File: config.mk
export PLATFORM = sky130hd
export DESIGN_NAME = acc_unit
export DESIGN_NICKNAME = d
export VERILOG_FILES = /design/src/rtl/acc_unit_pkg.sv /design/src/rtl/acc_unit_rr_arbiter.sv /design/src/rtl/acc_unit.sv
export SDC_FILE = /design/constraint.sdc
export NUM_CORES = 1
export LEC_CHECK = 0
export CAP_MARGIN = 20
export CORE_UTILIZATION = 30
export DETAILED_ROUTE_END_ITERATION = 16
export DONT_BUFFER_PORTS = 1
export PLACE_DENSITY_LB_ADDON = 0.1
export SLEW_MARGIN = 20
export SYNTH_ARGS = -nofsm -noshare
export SYNTH_HDL_FRONTEND = slang
export SYNTH_SLANG_ARGS = --single-unit
File: constraint.sdc
create_clock -name clk -period 2.8 [get_ports clk]
set_input_delay 0.56 -clock clk [delete_from_list [all_inputs] [get_ports clk]]
set_output_delay 0.56 -clock clk [all_outputs]
set_load 0.02 [all_outputs]
File: src/rtl/acc_unit_pkg.sv
// acc_unit_pkg: shared sizes, types and helpers for the accumulator unit
package acc_unit_pkg;
  localparam int N_CORE = 4;
  localparam int N_ACC = 2;
  localparam int DATA_W = 32;
  localparam int CNT_W = 16;
  typedef logic [DATA_W-1:0] data_t;
  typedef logic [CNT_W-1:0] cnt_t;
  typedef struct packed {
    logic v;
    data_t d;
  } s1_t;
  function automatic cnt_t sat_inc(input cnt_t c);
    return (&c) ? c : c + cnt_t'(1);
  endfunction
endpackage

File: src/rtl/acc_unit_rr_arbiter.sv
// rr_arbiter: N-way round-robin arbiter with one-hot grant and internal pointer
module rr_arbiter #(
  parameter int N = 4
) (
  input  logic         clk,
  input  logic         rst,
  input  logic [N-1:0] req,
  output logic [N-1:0] gnt
);
  localparam int PW = N > 1 ? $clog2(N) : 1;
  logic [PW-1:0] ptr_q, ptr_d;
  always_comb begin
    gnt = '0;
    ptr_d = ptr_q;
    for (int k = 2 * N - 1; k >= 0; k--)
      if (req[k % N] && ((k < N) == ((k % N) >= int'(ptr_q)))) begin
        gnt = '0;
        gnt[k % N] = 1'b1;
        ptr_d = (k % N == N - 1) ? '0 : PW'(k % N + 1);
      end
  end
  always_ff @(posedge clk)
    ptr_q <= rst ? '0 : ptr_d;
endmodule

File: src/rtl/acc_unit.sv
// acc_unit: shared accumulators fed by round-robin arbitrated cores through a two-stage pipeline
module acc_unit
  import acc_unit_pkg::*;
#(
  parameter int N_CORE = acc_unit_pkg::N_CORE,
  parameter int N_ACC = acc_unit_pkg::N_ACC
) (
  input  logic                                   clk,
  input  logic                                   rst,
  input  logic                                   clear,
  input  logic [N_CORE-1:0][N_ACC-1:0]             req_valid,
  input  logic [N_CORE-1:0][N_ACC-1:0][DATA_W-1:0] req_data,
  output logic [N_CORE-1:0][N_ACC-1:0]             req_ready,
  output data_t [N_ACC-1:0]                       acc_data,
  output cnt_t  [N_ACC-1:0]                       acc_count,
  output logic                                   idle
);
  logic [N_ACC-1:0] busy;
  genvar i, j;
  for (j = 0; j < N_ACC; j++) begin : g_acc
    logic [N_CORE-1:0] req, gnt;
    s1_t s1_q, s1_d;
    data_t acc_q, acc_d;
    cnt_t cnt_q, cnt_d;
    for (i = 0; i < N_CORE; i++) begin : g_core
      assign req[i] = req_valid[i][j] & ~clear & ~rst;
      assign req_ready[i][j] = gnt[i];
    end
    rr_arbiter #(.N(N_CORE)) u_arb (
      .clk(clk),
      .rst(rst),
      .req(req),
      .gnt(gnt)
    );
    always_comb begin
      s1_d = '0;
      for (int k = 0; k < N_CORE; k++)
        if (gnt[k]) s1_d = '{v: 1'b1, d: req_data[k][j]};
      acc_d = clear ? '0 : s1_q.v ? acc_q + s1_q.d : acc_q;
      cnt_d = clear ? '0 : s1_q.v ? sat_inc(cnt_q) : cnt_q;
    end
    always_ff @(posedge clk)
      if (rst) begin
        s1_q <= '0;
        acc_q <= '0;
        cnt_q <= '0;
      end else begin
        s1_q <= s1_d;
        acc_q <= acc_d;
        cnt_q <= cnt_d;
      end
    assign acc_data[j] = acc_q;
    assign acc_count[j] = cnt_q;
    assign busy[j] = s1_q.v;
  end
  assign idle = ~|busy;
endmodule
==> results.json <==
{
  "grt_use_total": 0.1763,
  "top_layer": "met4",
  "hold_end": "g_acc[0].u_arb.ptr_q[0]$_SDFFE_PP0P_",
  "multiInputGateArea_um2": 6534,
  "r2r_setup_slack_ns": 0.08,
  "setup.worst_path.end_class": "flop",
  "min_path_type": "primary input to flop",
  "die_h_um": 184.8,
  "wl_met3_mm": 2.149,
  "io_buffers": 0,
  "grt_setup_unrepaired": "true",
  "avgSynthCellArea_um2": 8.344,
  "antenna_found_initial": 1,
  "leakage_nw": 5.304,
  "synth_edf_count": 0,
  "ys_seq_elements": 166,
  "ys_seq_area_frac": 0.3316,
  "drv_cap": 0,
  "cp_max_fo": 5,
  "ant_nets": 0,
  "hold_violations": 0,
  "clk_pin_slew_ns": 0.06,
  "wl_per_cell_um": 17.83,
  "drc": 0,
  "syn_area_um2": 10020,
  "cts_tree": "done",
  "fin_crit_ns": 2.718,
  "syn_inst": 1201,
  "grt_start_max_net_pins": 48,
  "cts.sinks": 166,
  "wl_mm": 30.49,
  "fin_skew_ns": 0.01058,
  "setup_tns_ns": 0,
  "cts.hold.buffers_added": 0,
  "ys.flop_type": "dfxtp_1",
  "viasPerCell": 5.335,
  "fp-row-count": 66,
  "die_area_um2": 34140,
  "nFillCells": 3402,
  "grt_pass1_vias": 8602,
  "cts_max_level": 4,
  "wl_met2_mm": 14.04,
  "reg2reg_depth": 11,
  "start_util": 0.3064,
  "min_period_over_period": 0.9707,
  "cp.required_ns": 3.13,
  "clockBufferDepth": 2,
  "startpoint_type": "flop",
  "place.gp.congestion": 0.8825,
  "synthToLayoutAreaGrowth_pct": 19.13,
  "grt_pass1_wl_mm": 46.66,
  "vias": 9123,
  "outcome": "finished, final reports clean",
  "hpwl_mm": 23.60,
  "ff_latch_area_um2": 3328,
  "synthesis.nets": 1534,
  "synth_top_area_frac": 0.3316,
  "r2r_end": "g_acc[0].acc_q[28]$_SDFFE_PP0P_",
  "dp_cells": 1672,
  "ys_types": 80,
  "async_reset_ff_frac": 0,
  "die_w_um": 184.8,
  "path_class": "flop to flop",
  "slew_violations": 0,
  "layout-drive-gt1-share": 0.1642,
  "root_buffer": "clkbuf_16",
  "synth_top_cell_by_area": "dfxtp_1",
  "holdPathStages": 1,
  "cts_buffers": 17,
  "arrival_ns": 3.04,
  "max_freq_mhz": 367.9,
  "core_area_um2": 32700,
  "worst_skew_pair.late_latency_ns": 0.45,
  "wl_met1_mm": 13.75,
  "first_pass_iters": 8,
  "setup_viol": 0,
  "min_from": "rst",
  "nets": 1588,
  "layout.cells.non_filler": 1710,
  "r2r_start": "g_acc[0].acc_q[0]$_SDFFE_PP0P_",
  "synth_warnings": 0,
  "io_pins": 372,
  "worst_pin_slew_ns": 0.7799,
  "ir_worst_vdd_mv": 0.4448,
  "synth_area_leaders": "dfxtp_1 (33%), ha_1 (8.0%), nand2_1 (6.9%)",
  "total_power_w": 0.005872,
  "overflow": 0,
  "cellPowerDensity_nw_per_um2": 491.9,
  "drt_iter0_drc": 563,
  "max_slew_margin": 0.4772
}
==> area by class of cell <==
| class | count | share of cell area |
|---|---|---|
| Inverter | 20 | 0.006289 |
| Multi-Input combinational cell | 944 | 0.5473 |
| Clock inverter | 9 | 0.01027 |
| Timing Repair Buffer | 106 | 0.06938 |
| Tap cell | 442 | 0.04633 |
| Antenna cell | 1 | 0.0002096 |
| Sequential cell | 166 | 0.2788 |
| Clock buffer | 22 | 0.04140 |
==> where the power goes <==
| group | total [W] | switching, W | internal (W) |
|---|---|---|---|
| clock network | 0.00251 | 0.000999 | 0.00151 |
| logic | 0.000816 | 0.000484 | 0.000332 |
| registers | 0.00255 | 0.0000804 | 0.00247 |
==> cells in the final DEF (no fill, tap or decap), types with 7 or more instances in the layout <==
master	count
a21oi_1	60
a211oi_1	12
nand2_1	185
and3_1	15
o21ai_1	8
nand4_1	16
ha_1	54
a21oi_2	12
inv_1	20
xnor2_1	36
nor2b_1	7
clkbuf_16	17
or3_1	14
ha_2	8
nand3_1	30
xor2_1	27
nor2_1	114
buf_4	102
a31oi_1	8
a21o_1	51
o21a_1	7
mux2i_1	43
dfxtp_1	162
a222oi_1	64
nand3b_1	8
o21ai_0	37
nor3_1	10
==> timing repair <==
action / 4_1_cts / 5_1_grt
buffers inserted: 0 / 6
gates resized for setup: 3 / 39
endpoints found under the setup margin: 6 / 23
pin swaps: 1 / 24
==> sequential cells by signal, summed over array words and instances, names as in the netlist <==
signal and count:
busy 2, g_acc.acc_q 64, g_acc.cnt_q 32, g_acc.s1_q 64, g_acc.u_arb.ptr_q 4
==> layer usage <==
layer | vias up | track usage
met5 | - | 0
met4 | 0 | 0.05851
met3 | 32 | 0.04782
met2 | 291 | 0.2878
met1 | 4234 | 0.2228
li1 | 4566 | -
==> cell usage after synthesis, types with 14 or more instances <==
cell type and number:
clkbuf_1 56, dfxtp_1 166, a222oi_1 64, and3_1 15, mux2i_1 43, nand2_1 185
a21o_1 51, o21ai_0 40, inv_1 20, ha_1 64, nand3_1 30, xor2_1 27
nor2_1 116, a21oi_1 69, xnor2_1 36, or3_1 14, nand4_1 16
==> how the worst max path moves through the flow <==
| stage | cells past startpoint | start | slack (ns) | to |
|---|---|---|---|---|
| after global placement | 11 | g_acc[0].acc_q[0]$_SDFFE_PP0P_ | 0.01 | g_acc[0].acc_q[28]$_SDFFE_PP0P_ |
| after CTS | 12 | g_acc[0].acc_q[0]$_SDFFE_PP0P_ | -0.009 | g_acc[0].acc_q[20]$_SDFFE_PP0P_ |
| final | 11 | g_acc[0].acc_q[0]$_SDFFE_PP0P_ | 0.08 | g_acc[0].acc_q[28]$_SDFFE_PP0P_ |
| after detailed placement | 11 | g_acc[0].acc_q[0]$_SDFFE_PP0P_ | -0.05 | g_acc[0].acc_q[28]$_SDFFE_PP0P_ |
| after global routing | 12 | g_acc[0].acc_q[0]$_SDFFE_PP0P_ | -0.08 | g_acc[0].acc_q[20]$_SDFFE_PP0P_ |
| after floorplan | 11 | g_acc[0].acc_q[0]$_SDFFE_PP0P_ | 0.008 | g_acc[0].acc_q[28]$_SDFFE_PP0P_ |
==> worst max-delay path, cell delays in order (launching register included) <==
cell      delay (ns)
dfxtp_2         0.33
ha_4            0.16
fa_2            0.39
a21o_1          0.18
a21oi_2         0.14
o211ai_1        0.13
a221o_1         0.40
a32oi_2         0.26
a21oi_4         0.14
a221oi_2        0.28
or3_1           0.14
nand3_1         0.06
==> logic make-up (layout without fill, tap and decap cells) <==
family	after synthesis	in the layout	synth area share
DFF	166	166	0.3316
and+or+nand+nor	446	446	0.2068
muxes	44	44	0.04408
adders and majority gates	66	66	0.08391
AOI/OAI and AO/OA	325	325	0.2419
other	0	1	0
buffers and inverters	91	157	0.03671
xor gates and xnor gates	63	63	0.05506
==> stage by stage <==
stage               area (um2)  hold WS [ns]  worst slack (ns)  utilization
global route             11940        0.1582          -0.07948       0.3651
floorplan                10030        0.5412          0.007892            -
CTS                      11720        0.1514         -0.009432       0.3584
finish                   11940        0.1783           0.08215       0.3651
global placement         11090        0.5613           0.01119       0.3391
detailed placement       11090        0.5746          -0.04831       0.3391
No activity file was read; power rests on OpenSTA's default activity.
